--- src/rtl/mem_stage_sram_ctrl_pkg.sv ---
// rtl/mem_stage_sram_ctrl_pkg.sv - shared types and constants for the MEM-stage SRAM controller
package mem_stage_sram_ctrl_pkg;

  localparam int          SRAM_DATA_W       = 16;
  localparam logic [31:0] DEFAULT_BASE_ADDR = 32'd1024;

  typedef enum logic [1:0] {
    IDLE = 2'd0,
    LO   = 2'd1,
    HI   = 2'd2,
    DONE = 2'd3
  } state_t;

  typedef enum logic {
    OP_READ  = 1'b0,
    OP_WRITE = 1'b1
  } op_t;

  // True while a halfword is being driven onto the SRAM
  function automatic logic is_phase(input state_t s);
    return (s == LO) || (s == HI);
  endfunction

endpackage

--- src/rtl/mem_stage_sram_ctrl_if.sv ---
// rtl/mem_stage_sram_ctrl_if.sv - pipeline request/response and SRAM pin bundle
interface mem_stage_sram_ctrl_if #(
  parameter int SRAM_ADDR_W = 18
);
  import mem_stage_sram_ctrl_pkg::*;

  logic                   mem_r_en;
  logic                   mem_w_en;
  logic [31:0]            addr;
  logic [31:0]            wdata;
  logic [31:0]            rdata;
  logic                   ready;
  logic [SRAM_ADDR_W-1:0] sram_addr;
  logic [SRAM_DATA_W-1:0] sram_wdata;
  logic                   sram_wdata_oe;
  logic [SRAM_DATA_W-1:0] sram_rdata;
  logic                   sram_we_n;

  // Pipeline plus SRAM device side
  modport master (
    output mem_r_en, mem_w_en, addr, wdata, sram_rdata,
    input  rdata, ready, sram_addr, sram_wdata, sram_wdata_oe, sram_we_n
  );

  // Controller side
  modport slave (
    input  mem_r_en, mem_w_en, addr, wdata, sram_rdata,
    output rdata, ready, sram_addr, sram_wdata, sram_wdata_oe, sram_we_n
  );

endinterface

--- src/rtl/mem_stage_sram_ctrl_wait_counter.sv ---
// rtl/mem_stage_sram_ctrl_wait_counter.sv - phase wait-state counter with clear and last-count flags
module mem_wait_counter #(
  parameter int MAX_COUNT = 5,
  parameter int WIDTH     = $clog2(MAX_COUNT + 1)
) (
  input  logic clk,
  input  logic rst,
  input  logic i_clear,
  output logic o_last,
  output logic o_next_last
);

  localparam logic [WIDTH-1:0] LAST = WIDTH'(MAX_COUNT - 1);

  logic [WIDTH-1:0] r_count;
  logic [WIDTH-1:0] w_next;

  assign w_next      = i_clear ? '0 : r_count + 1'b1;
  assign o_last      = (r_count == LAST);
  assign o_next_last = (w_next == LAST);

  // Count up through a phase, restart from zero when cleared
  always_ff @(posedge clk or posedge rst) begin
    if (rst) r_count <= '0;
    else     r_count <= w_next;
  end

endmodule

--- src/rtl/mem_stage_sram_ctrl.sv ---
// rtl/mem_stage_sram_ctrl.sv - 32-bit MEM-stage access split into two 16-bit SRAM phases; optional LAST_READ_CACHE_EN
module mem_stage_sram_ctrl
  import mem_stage_sram_ctrl_pkg::*;
#(
  parameter int          WAIT_CYCLES = 5,
  parameter int          SRAM_ADDR_W = 18,
  parameter logic [31:0] BASE_ADDR   = DEFAULT_BASE_ADDR
) (
  input logic            clk,
  input logic            rst,
  mem_stage_sram_ctrl_if.slave bus
);

  state_t                 r_state, w_state_nxt;
  op_t                    r_op, w_op_req, w_op_nxt;
  logic [SRAM_ADDR_W-2:0] r_word, w_word_in, w_word_nxt;
  logic [31:0]            r_wdata, w_wdata_nxt, r_rdata;
  logic                   w_req, w_hit, w_start, w_clear, w_last, w_next_last;
  logic                   w_phase_nxt, w_oe_nxt, w_we_n_nxt;
  logic [SRAM_ADDR_W-1:0] w_sram_addr_nxt, r_sram_addr;
  logic [SRAM_DATA_W-1:0] w_sram_wdata_nxt, r_sram_wdata;
  logic                   r_sram_oe, r_sram_we_n;

  assign w_word_in = (SRAM_ADDR_W-1)'((bus.addr - BASE_ADDR) >> 2);
  assign w_req     = bus.mem_r_en | bus.mem_w_en;
  assign w_op_req  = bus.mem_w_en ? OP_WRITE : OP_READ;

`ifdef LAST_READ_CACHE_EN
  logic                   r_cache_vld;
  logic [SRAM_ADDR_W-2:0] r_cache_word;
  logic [31:0]            r_cache_data;

  assign w_hit     = (r_state == IDLE) && bus.mem_r_en && !bus.mem_w_en &&
                     r_cache_vld && (w_word_in == r_cache_word);
  assign bus.rdata = w_hit ? r_cache_data : r_rdata;
`else
  assign w_hit     = 1'b0;
  assign bus.rdata = r_rdata;
`endif

  assign w_start   = (r_state == IDLE) && w_req && !w_hit;
  assign w_clear   = !is_phase(r_state) || w_last;
  assign bus.ready = (r_state == DONE) || ((r_state == IDLE) && (!w_req || w_hit));

  assign bus.sram_addr     = r_sram_addr;
  assign bus.sram_wdata    = r_sram_wdata;
  assign bus.sram_wdata_oe = r_sram_oe;
  assign bus.sram_we_n     = r_sram_we_n;

  mem_wait_counter #(.MAX_COUNT(WAIT_CYCLES)) u_wait (
    .clk        (clk),
    .rst        (rst),
    .i_clear    (w_clear),
    .o_last     (w_last),
    .o_next_last(w_next_last)
  );

  // State register
  always_ff @(posedge clk or posedge rst) begin
    if (rst) r_state <= IDLE;
    else     r_state <= w_state_nxt;
  end

  // Next state: requests are only sampled in IDLE, phases advance on the last count
  always_comb begin
    w_state_nxt = r_state;
    case (r_state)
      IDLE:    if (w_start) w_state_nxt = LO;
      LO:      if (w_last)  w_state_nxt = HI;
      HI:      if (w_last)  w_state_nxt = DONE;
      DONE:    w_state_nxt = IDLE;
      default: w_state_nxt = IDLE;
    endcase
  end

  // SRAM pin values for the coming cycle, so the pins themselves come straight from flops
  always_comb begin
    w_op_nxt         = w_start ? w_op_req  : r_op;
    w_word_nxt       = w_start ? w_word_in : r_word;
    w_wdata_nxt      = w_start ? bus.wdata : r_wdata;
    w_phase_nxt      = is_phase(w_state_nxt);
    w_oe_nxt         = w_phase_nxt && (w_op_nxt == OP_WRITE);
    w_sram_addr_nxt  = w_phase_nxt ? {w_word_nxt, (w_state_nxt == HI)} : '0;
    w_sram_wdata_nxt = '0;
    if (w_oe_nxt)
      w_sram_wdata_nxt = (w_state_nxt == HI) ? w_wdata_nxt[31:16] : w_wdata_nxt[15:0];
    // Final cycle of each write phase is a hold cycle with the strobe released
    w_we_n_nxt       = !(w_oe_nxt && !w_next_last);
  end

  // Request latch, registered SRAM pins, read capture and optional read cache
  always_ff @(posedge clk or posedge rst) begin
    if (rst) begin
      r_op         <= OP_READ;
      r_word       <= '0;
      r_wdata      <= '0;
      r_rdata      <= '0;
      r_sram_addr  <= '0;
      r_sram_wdata <= '0;
      r_sram_oe    <= 1'b0;
      r_sram_we_n  <= 1'b1;
`ifdef LAST_READ_CACHE_EN
      r_cache_vld  <= 1'b0;
      r_cache_word <= '0;
      r_cache_data <= '0;
`endif
    end else begin
      r_op         <= w_op_nxt;
      r_word       <= w_word_nxt;
      r_wdata      <= w_wdata_nxt;
      r_sram_addr  <= w_sram_addr_nxt;
      r_sram_wdata <= w_sram_wdata_nxt;
      r_sram_oe    <= w_oe_nxt;
      r_sram_we_n  <= w_we_n_nxt;
      if ((r_state == LO) && w_last && (r_op == OP_READ)) r_rdata[15:0]  <= bus.sram_rdata;
      if ((r_state == HI) && w_last && (r_op == OP_READ)) r_rdata[31:16] <= bus.sram_rdata;
`ifdef LAST_READ_CACHE_EN
      // A hit also refreshes rdata so the held value matches what was returned
      if (w_hit) r_rdata <= r_cache_data;
      if ((r_state == HI) && w_last) begin
        if (r_op == OP_READ) begin
          r_cache_vld  <= 1'b1;
          r_cache_word <= r_word;
          r_cache_data <= {bus.sram_rdata, r_rdata[15:0]};
        end else if (r_cache_vld && (r_word == r_cache_word)) begin
          r_cache_data <= r_wdata;
        end
      end
`endif
    end
  end

endmodule

--- src/flat_wrapper.sv ---
// flat-port wrapper written by rule: the top's interface ports become plain ports
module mem_stage_sram_ctrl_flat import mem_stage_sram_ctrl_pkg::*;
#(
  parameter int          WAIT_CYCLES = 5,
  parameter int          SRAM_ADDR_W = 18,
  parameter logic [31:0] BASE_ADDR   = DEFAULT_BASE_ADDR
)
  (clk, rst, bus_mem_r_en, bus_mem_w_en, bus_addr, bus_wdata, bus_sram_rdata, bus_rdata, bus_ready, bus_sram_addr, bus_sram_wdata, bus_sram_wdata_oe, bus_sram_we_n);
  mem_stage_sram_ctrl_if #(.SRAM_ADDR_W(SRAM_ADDR_W)) bus_i ();
  input logic clk;
  input logic rst;
  input wire logic [$bits(bus_i.mem_r_en)-1:0] bus_mem_r_en;
  input wire logic [$bits(bus_i.mem_w_en)-1:0] bus_mem_w_en;
  input wire logic [$bits(bus_i.addr)-1:0] bus_addr;
  input wire logic [$bits(bus_i.wdata)-1:0] bus_wdata;
  input wire logic [$bits(bus_i.sram_rdata)-1:0] bus_sram_rdata;
  output wire logic [$bits(bus_i.rdata)-1:0] bus_rdata;
  output wire logic [$bits(bus_i.ready)-1:0] bus_ready;
  output wire logic [$bits(bus_i.sram_addr)-1:0] bus_sram_addr;
  output wire logic [$bits(bus_i.sram_wdata)-1:0] bus_sram_wdata;
  output wire logic [$bits(bus_i.sram_wdata_oe)-1:0] bus_sram_wdata_oe;
  output wire logic [$bits(bus_i.sram_we_n)-1:0] bus_sram_we_n;
  assign bus_i.mem_r_en = bus_mem_r_en;
  assign bus_i.mem_w_en = bus_mem_w_en;
  assign bus_i.addr = bus_addr;
  assign bus_i.wdata = bus_wdata;
  assign bus_i.sram_rdata = bus_sram_rdata;
  assign bus_rdata = bus_i.rdata;
  assign bus_ready = bus_i.ready;
  assign bus_sram_addr = bus_i.sram_addr;
  assign bus_sram_wdata = bus_i.sram_wdata;
  assign bus_sram_wdata_oe = bus_i.sram_wdata_oe;
  assign bus_sram_we_n = bus_i.sram_we_n;
  mem_stage_sram_ctrl #(.WAIT_CYCLES(WAIT_CYCLES), .SRAM_ADDR_W(SRAM_ADDR_W), .BASE_ADDR(BASE_ADDR)) u_core (.clk(clk), .rst(rst), .bus(bus_i));
endmodule
--- config.mk ---
export PLATFORM = sky130hd
export DESIGN_NAME = mem_stage_sram_ctrl_flat
export DESIGN_NICKNAME = d
export VERILOG_FILES = /design/src/rtl/mem_stage_sram_ctrl_pkg.sv /design/src/rtl/mem_stage_sram_ctrl_if.sv /design/src/rtl/mem_stage_sram_ctrl_wait_counter.sv /design/src/rtl/mem_stage_sram_ctrl.sv /design/src/flat_wrapper.sv
export SDC_FILE = /design/constraint.sdc
export NUM_CORES = 1
export LEC_CHECK = 0
export ABC_CLOCK_PERIOD_IN_PS = 5500
export CAP_MARGIN = 20
export CORE_MARGIN = 4
export CORE_UTILIZATION = 40
export DETAILED_ROUTE_END_ITERATION = 7
export PLACE_DENSITY = 0.8
export SYNTH_ARGS = -nofsm -noshare
export SYNTH_HDL_FRONTEND = slang
export SYNTH_SLANG_ARGS = --single-unit
export TNS_END_PERCENT = 30
--- constraint.sdc ---
create_clock -name clk -period 5.5 [get_ports clk]
set_input_delay 1.1 -clock clk [delete_from_list [all_inputs] [get_ports clk]]
set_output_delay 1.1 -clock clk [all_outputs]
set_load 0.05 [all_outputs]
==> metrics.md, run 1 <==
| Metric | Value |
|---|---|
| Result of the run | completed |
| Cell Rows | just over 40 |
| Endpoint of the worst-slack reg-to-reg timing path | u_core.bus.sram_we_n |
| Input/output buffers | approximately 140 |
| Count of nets left with antenna violations after detail routing | 0 |
| Number of flops mapped to enable cells by yosys | 0 |
| Total power density per cell area | 626 nW/um^2 |
| Total of warnings raised by yosys | 0 |
| Dpl hpwl | 8160 um |
| Worst Hold End | u_core.r_word[8] |
| Number of nets at the end of the flow | 641 |
| Largest cells by area after synthesis | sky130_fd_sc_hd__dfrtp_1 60%, sky130_fd_sc_hd__nand2_1 7.8%, sky130_fd_sc_hd__mux2_2 7.0% |
| Static leakage | 3.22 nW |
| Register area share after synthesis | 0.601 |
| Worst setup slack after layout | 1.67 ns |
| CTS tree | done |
| FILL cells | 1041 |
| Final cycle utilization of the critical path | 0.696 |
| Fraction of layout cells with a size suffix above 1 | 0.165 |
| Cell internal pwr | 2.83 mW |
| Worst reg2reg setup slack | ~2.3 ns |
| Total via count in the routed design | 3527 |
| Clock network power share | 0.265 |
| Flop and latch count out of synthesis | 123 |
| Number of setup violations in the final report | 0 |
| Synthesized netlist cell count | 408 |
| Count of distinct cell types in the synthesized netlist | 36 |
| Final Core Density | 0.578 |
| Critical R2R Launch | u_core.r_state[1] |
| Total global-route track usage | 0.166 |
| Dominant synthesized flop cell | sky130_fd_sc_hd__dfrtp_1 |
| Synth Area per Inst | 12.6 sq um |
| Core Footprint | 12600 sq um |
| Cell type contributing the most total cell area after synthesis | sky130_fd_sc_hd__dfrtp_1 |
| Hold_buf cts | 0 |
| Worst-Skew Late Latency | between 0.4 and 0.5 ns |
| Worst-case vdd ir drop | approximately 0.30 mV |
| Max Freq | between 0.2 and 0.3 GHz |
| Maximum number of pins on one net before global-route repair | 49 |
| Buffer count from post-CTS setup fixing | 0 |
| Layout Area Growth over Synthesis | 41.9% |
| Final Instance Area | 7270 sq um |
| Final total power | ~4.6 mW |
| Commonest non-fill, non-tap cells in the layout | 137 x sky130_fd_sc_hd__clkdlybuf4s50_1, 122 x sky130_fd_sc_hd__dfrtp_1, 106 x sky130_fd_sc_hd__nand2_1 |
| Clock tree skew after final layout | 0.00894 ns |
| Type of the tightest min-delay check | reg -> reg |
| Die footprint | 14700 sq um |
| Number of remaining DRC errors | 0 |
| Deepest clock path buffer count | 2 |
| Top-level port count | 153 |
| Number of global-route vias before repair | roughly 3800 |
| Crit path launch type | input pin |
| Clock slew at reported path FFs | 0.05 ns |
| Element type at the critical path end | output pin |
| Shortest period the worst path allows | about 3.8 ns |
| Post-synthesis async set-or-reset flop share | 1.00 |
| Wire length after detailed routing | 11500 um |
| Placement-stage cell area | 6620 sq um |
| Length of the first detailed-routing pass in iterations | 4 |
| Highest fanout seen on the critical path | 4 |
| Critical path data required time | 4.40 ns |
| Sequential power share | 0.312 |
| Detail-routed via count per cell | 4.81 |
| Actual transition at the worst max-transition pin | 0.867 ns |
| Category of the most critical setup path | in -> out |
| CTS root buffer | sky130_fd_sc_hd__clkbuf_16 |
| Total clock sinks | 123 |
| Hold path depth | 2 |
| Count of final hold-check violations | 0 |
| Combinational group share of total power | 0.424 |
| Dpl ws | between 1 and 1.5 ns |
| Number of slew-limit violations in the final report | 0 |
| Max-slew headroom at the worst pin | 0.422 |
| Depth of the worst register-to-register path | 7 |
| Summed instance area of the synthesized netlist | 5120 sq um |
| Total negative setup slack | 0 ns |
| Effective utilization at floorplan | 0.408 |
| Die Y-Extent | 121 um |
| Reported max-cap violation count | 0 |
| CP Data Arrival Time | 2.73 ns |
| Commonest non-fill, non-tap cell in the layout | sky130_fd_sc_hd__clkdlybuf4s50_1 |
| Count of non-filler cells in the finished layout | 734 |
| First-iteration detailed-routing DRC count | 122 |
| Power spent charging and discharging nets | approximately 1.7 mW |
| Number of inserted diodes | 0 |
| Switching share of power | 0.378 |
| Total global routing overflow | 0 |
| Post-synth net total | 500 |
| Hold Slack | ~0.47 ns |
| Cts repair resizes | 0 |
| H-tree lvl count | 4 |
| Number of clock buffers inserted by TritonCTS | 17 |
| Final estimated routing congestion in global placement | 0.758 |
| Share of the synthesized area in the top cell type | 0.596 |
| Startpoint of the worst hold path | u_core.r_word[8] |
| Horizontal die dimension | 121 um |
| Post-detailed-route wirelength per cell | 15.7 um |
| Antenna violations before repair | 0 |
| Cell Count Post-Placement | 702 |
| Global-route wire length before repair | 19000 um |
| RSZ-0062 raised after global routing | false |
==> area by class of cell <==
class                   count  area (sq um)  share of cell area
inverters                  10          40.0             0.00551
well taps                 172           215              0.0296
flip-flops and latches    123          3080               0.424
clock buffers              22           484              0.0666
clock inverters            10           163              0.0224
multi-input cells         256          1890               0.260
repair buffers            141          1400               0.193
==> worst max-delay path, cell delays in order <==
cell	delay, ns
sky130_fd_sc_hd__clkdlybuf4s50_1	0.49
sky130_fd_sc_hd__nor2_1	0.18
sky130_fd_sc_hd__a21o_1	0.15
sky130_fd_sc_hd__clkdlybuf4s50_1	0.81
==> sequential cells by signal, indices dropped and copies added, names as in the netlist, 2 cells and up <==
| signal | count |
|---|---|
| u_core.bus.rdata | 32 |
| u_core.r_word | 17 |
| u_core.r_wdata | 32 |
| u_core.r_state | 2 |
| u_core.bus.sram_addr | 18 |
| u_core.u_wait.r_count | 3 |
| u_core.bus.sram_wdata | 16 |
==> worst max-delay path by stage <==
stage | startpoint | end | cells past startpoint
after global routing | bus_mem_w_en | bus_ready | 4
final | bus_mem_w_en | bus_ready | 4
after CTS | bus_mem_w_en | bus_ready | 4
after global placement | bus_mem_w_en | u_core.bus.sram_we_n | 6
after floorplan | rst | u_core.bus.rdata[0] | 1
after detailed placement | bus_mem_w_en | u_core.bus.sram_wdata[0] | 6
==> routing by layer <==
layer,up-vias,GRT usage,wire length [um]
met2,113,0.279,5980
li1,1660,-,-
met3,15,0.0536,660
met1,1739,0.203,4730
met4,0,0.0595,166
met5,-,0,0
==> power by group through the flow <==
stage          clock network, mW  registers, mW  logic, mW
2_1_floorplan                  0           1.93      0.904
3_3_place_gp                   0           1.41       1.90
3_5_place_dp                   0           1.43       1.95
4_1_cts                     1.23           1.42       1.96
5_1_grt                     1.27           1.46       2.09
6_report                    1.20           1.42       1.93
==> Yosys cell counts (2+ instances only) <==
cell type	count
sky130_fd_sc_hd__xnor2_1	2
sky130_fd_sc_hd__nor2_1	15
sky130_fd_sc_hd__nand2_1	106
sky130_fd_sc_hd__a21oi_1	6
sky130_fd_sc_hd__mux4_2	16
sky130_fd_sc_hd__a211oi_2	3
sky130_fd_sc_hd__nor3_1	5
sky130_fd_sc_hd__inv_1	10
sky130_fd_sc_hd__o21a_1	2
sky130_fd_sc_hd__nor4_1	5
sky130_fd_sc_hd__buf_2	7
sky130_fd_sc_hd__clkbuf_1	5
sky130_fd_sc_hd__o31a_1	2
sky130_fd_sc_hd__nor3b_1	2
sky130_fd_sc_hd__dfrtp_1	122
sky130_fd_sc_hd__a211oi_1	5
sky130_fd_sc_hd__mux2_2	32
sky130_fd_sc_hd__a21o_1	2
sky130_fd_sc_hd__buf_6	4
sky130_fd_sc_hd__and4_1	4
sky130_fd_sc_hd__mux2_1	8
sky130_fd_sc_hd__ha_1	8
sky130_fd_sc_hd__nor2b_1	24
==> cells by family after synthesis <==
family	after synthesis	share of synthesized area
compound gates	26	0.0393
xor+xnor	2	0.00342
fa+ha+maj	8	0.0195
buf+inv	29	0.0330
flops	123	0.601
mux	56	0.158
simple gates	164	0.146
Power figures use the tool's default switching activity.
==> run 2: changes to the inputs <==
--- a/config.mk
+++ b/config.mk
@@ -5,7 +5,7 @@
 export SDC_FILE = /design/constraint.sdc
 export NUM_CORES = 1
 export LEC_CHECK = 0
-export ABC_CLOCK_PERIOD_IN_PS = 5500
+export ABC_CLOCK_PERIOD_IN_PS = 3720
 export CAP_MARGIN = 20
 export CORE_MARGIN = 4
 export CORE_UTILIZATION = 40
==> constraint.sdc (replaced) <==
create_clock -name clk -period 3.72 [get_ports clk]
set_input_delay 0.744 -clock clk [delete_from_list [all_inputs] [get_ports clk]]
set_output_delay 0.744 -clock clk [all_outputs]
set_load 0.05 [all_outputs]
==> run 2 against run 1 <==
  * Global-route usage decreased by 0.70 points
  * Clock skew decreased by 0.0031 ns
  * Power increased by 46%
  * Combinational power increased by 50%
  * Critical path type unchanged
  * Sequential cell count unchanged
  * First-iteration DRC count increased by 61%
  * Sequential share of layout area about the same
  * Worst hold slack improved by 0.0018 ns
  * Final cell count increased by 0.41%
  * Critical endpoint unchanged
  * Non-clock buffer count increased by 4
  * Final area about the same
  * Via count increased by 1.9%
==> metrics.md, run 2 (synthesis gave the netlist of run 1 again) <==
| Metric | Value |
|---|---|
| Switching share of power | 0.380 |
| FILL cells | roughly 1000 |
| Fraction of layout cells with a size suffix above 1 | 0.166 |
| Critical path's slowest cell | sky130_fd_sc_hd__clkdlybuf4s50_1 |
| Total power density per cell area | between 900 and 1000 nW/um^2 |
| Input/output buffers | between 100 and 150 |
| Final estimated routing congestion in global placement | 0.815 |
| Detail-routed via count per cell | 4.88 |
| Worst Hold End | u_core.r_wdata[29] |
| Count of nets left with antenna violations after detail routing | 0 |
| Number of nets at the end of the flow | 645 |
| Highest fanout seen on the critical path | 4 |
| Reported max-cap violation count | 0 |
| Max-slew headroom at the worst pin | 0.520 |
| Wire length after detailed routing | 11200 um |
| Max Freq | 0.316 GHz |
| Power spent charging and discharging nets | 2.53 mW |
| Deepest clock path buffer count | 2 |
| Count of final hold-check violations | 0 |
| Static leakage | 3.22 nW |
| Final cycle utilization of the critical path | 0.850 |
| Most frequent CP cell | sky130_fd_sc_hd__clkdlybuf4s50_1 |
| Number of inserted diodes | 0 |
| Total global routing overflow | 0 |
| Critical path data required time | 2.98 ns |
| CP Data Arrival Time | 2.42 ns |
| Combinational group share of total power | 0.434 |
| Dpl hpwl | around 8000 um |
| Type of the tightest min-delay check | reg -> reg |
| Core Footprint | between 10000 and 15000 sq um |
| Buffer count from post-CTS setup fixing | 0 |
| Hold path depth | 2 |
| Cell internal pwr | 4.13 mW |
| Total via count in the routed design | around 3600 |
| Endpoint of the worst-slack reg-to-reg timing path | u_core.bus.sram_we_n |
| Number of slew-limit violations in the final report | 0 |
| Element type at the critical path end | output pin |
| Post-detailed-route wirelength per cell | 15.2 um |
| Startpoint of the worst hold path | u_core.r_wdata[29] |
| Clock network power share | 0.251 |
| Category of the most critical setup path | in -> out |
| First-iteration detailed-routing DRC count | 196 |
| Antenna violations before repair | 0 |
| Cell Rows | 41 |
| Result of the run | completed |
| Critical R2R Launch | u_core.r_state[0] |
| Final total power | 6.65 mW |
| Depth of the worst register-to-register path | 9 |
| Worst reg2reg setup slack | 1.05 ns |
| Total global-route track usage | 0.159 |
| Global-route wire length before repair | approximately 18000 um |
| Bufs and invs on worst path | 2 |
| Total clock sinks | 123 |
| Horizontal die dimension | 121 um |
| Hold_buf cts | 0 |
| Length of the first detailed-routing pass in iterations | 5 |
| RSZ-0062 raised after global routing | false |
| Total area of multi-input combinational cells | around 1900 sq um |
| Clock tree skew after final layout | roughly 0.0058 ns |
| Effective utilization at floorplan | 0.408 |
| Final Instance Area | a little over 7000 sq um |
| Commonest non-fill, non-tap cell in the layout | sky130_fd_sc_hd__clkdlybuf4s50_1 |
| Actual transition at the worst max-transition pin | approximately 0.72 ns |
| Largest stage delay, worst path | slightly above 0.8 ns |
| Number of clock buffers inserted by TritonCTS | 17 |
| Commonest non-fill, non-tap cells in the layout | 137 x sky130_fd_sc_hd__clkdlybuf4s50_1, 122 x sky130_fd_sc_hd__dfrtp_1, 106 x sky130_fd_sc_hd__nand2_1 |
| Area occupied by registers | 3080 sq um |
| Top-level port count | 153 |
| Die Y-Extent | around 120 um |
| Number of global-route vias before repair | approximately 3700 |
| Number of remaining DRC errors | 0 |
| Die footprint | 14700 sq um |
| CTS tree | done |
| Layout Area Growth over Synthesis | 41.9% |
| Kind of cell adding the most delay to the critical path | buffers and inverters |
| Total negative setup slack | 0 ns |
| Sequential power share | 0.315 |
| H-tree lvl count | 4 |
| Clock slew at reported path FFs | 0.05 ns |
| Shortest period the worst path allows | between 3 and 4 ns |
| Maximum number of pins on one net before global-route repair | 78 |
| Total number of cells along the worst setup path | 4 |
| Worst-case vdd ir drop | around 0.51 mV |
| CTS root buffer | sky130_fd_sc_hd__clkbuf_16 |
| Worst-Skew Late Latency | 0.41 ns |
| Crit path launch type | input pin |
| Cts repair resizes | 0 |
| Placement-stage cell area | 6670 sq um |
| Number of setup violations in the final report | 0 |
| Cell-by-cell listing of the critical path | clkdlybuf4s50_1, nor2_1, a21o_1, clkdlybuf4s50_1 |
==> run 2: cell count changes in the layout (fill, tap and decap cells not counted), sizes merged <==
cell | previous run | this run
inv | 10 | 9
bufinv | 4 | 3
clkbuf | 22 | 24
clkinv | 4 | 3
buf | 4 | 8
==> run 2: worst max path at each step <==
stage	start	to	slack [ns]
after global placement	bus_mem_w_en	bus_ready	0.60
after detailed placement	bus_mem_w_en	bus_ready	0.59
after floorplan	bus_mem_w_en	u_core.bus.sram_wdata[5]	0.70
after global routing	bus_mem_w_en	bus_ready	0.51
after CTS	bus_mem_w_en	bus_ready	0.57
final	bus_mem_w_en	bus_ready	0.56
==> run 2: final cells by class <==
type,instances,area share
sequential,123,0.424
multi-input combinational,256,0.260
timing repair buffer,145,0.199
clock buffer,24,0.0676
tap,172,0.0296
clock inverter,7,0.0155
inverter,10,0.00568
==> run 2: worst reg2reg max path, cell delays in order (launching register included) <==
cell	delay [ns]
sky130_fd_sc_hd__dfrtp_1	0.43
sky130_fd_sc_hd__inv_1	0.10
sky130_fd_sc_hd__ha_1	0.37
sky130_fd_sc_hd__nor2_1	0.07
sky130_fd_sc_hd__a21oi_1	0.13
sky130_fd_sc_hd__a2bb2oi_1	0.25
sky130_fd_sc_hd__ha_1	0.27
sky130_fd_sc_hd__buf_4	0.21
sky130_fd_sc_hd__a21o_1	0.42
sky130_fd_sc_hd__a31o_2	0.34
==> run 2: layer usage <==
layer  part of all wire  up-vias  GRT usage  wire, um
li1                   -     1678          -         -
met1               0.41     1785      0.195      4650
met4              0.018        0     0.0679       204
met2               0.51      111      0.260      5690
met5                  0        -          0         0
met3              0.061       19     0.0517       685
==> run 2: power by group through the flow <==
stage	sequential, mW	combinational (mW)	clock, mW
2_1_floorplan	2.86	1.34	0
3_3_place_gp	2.08	2.83	0
3_5_place_dp	2.11	2.91	0
4_1_cts	2.10	2.93	1.71
5_1_grt	2.15	3.10	1.76
6_report	2.09	2.89	1.67
==> run 2: stage by stage <==
step	hold slack, ns	utilization	cells	setup slack [ns]
after floorplan	0.439	-	408	0.701
after global placement	0.452	0.530	706	0.601
after detailed placement	0.460	0.530	706	0.589
after CTS	0.474	0.578	737	0.570
after global routing	0.491	0.578	737	0.512
final	0.470	0.578	737	0.559
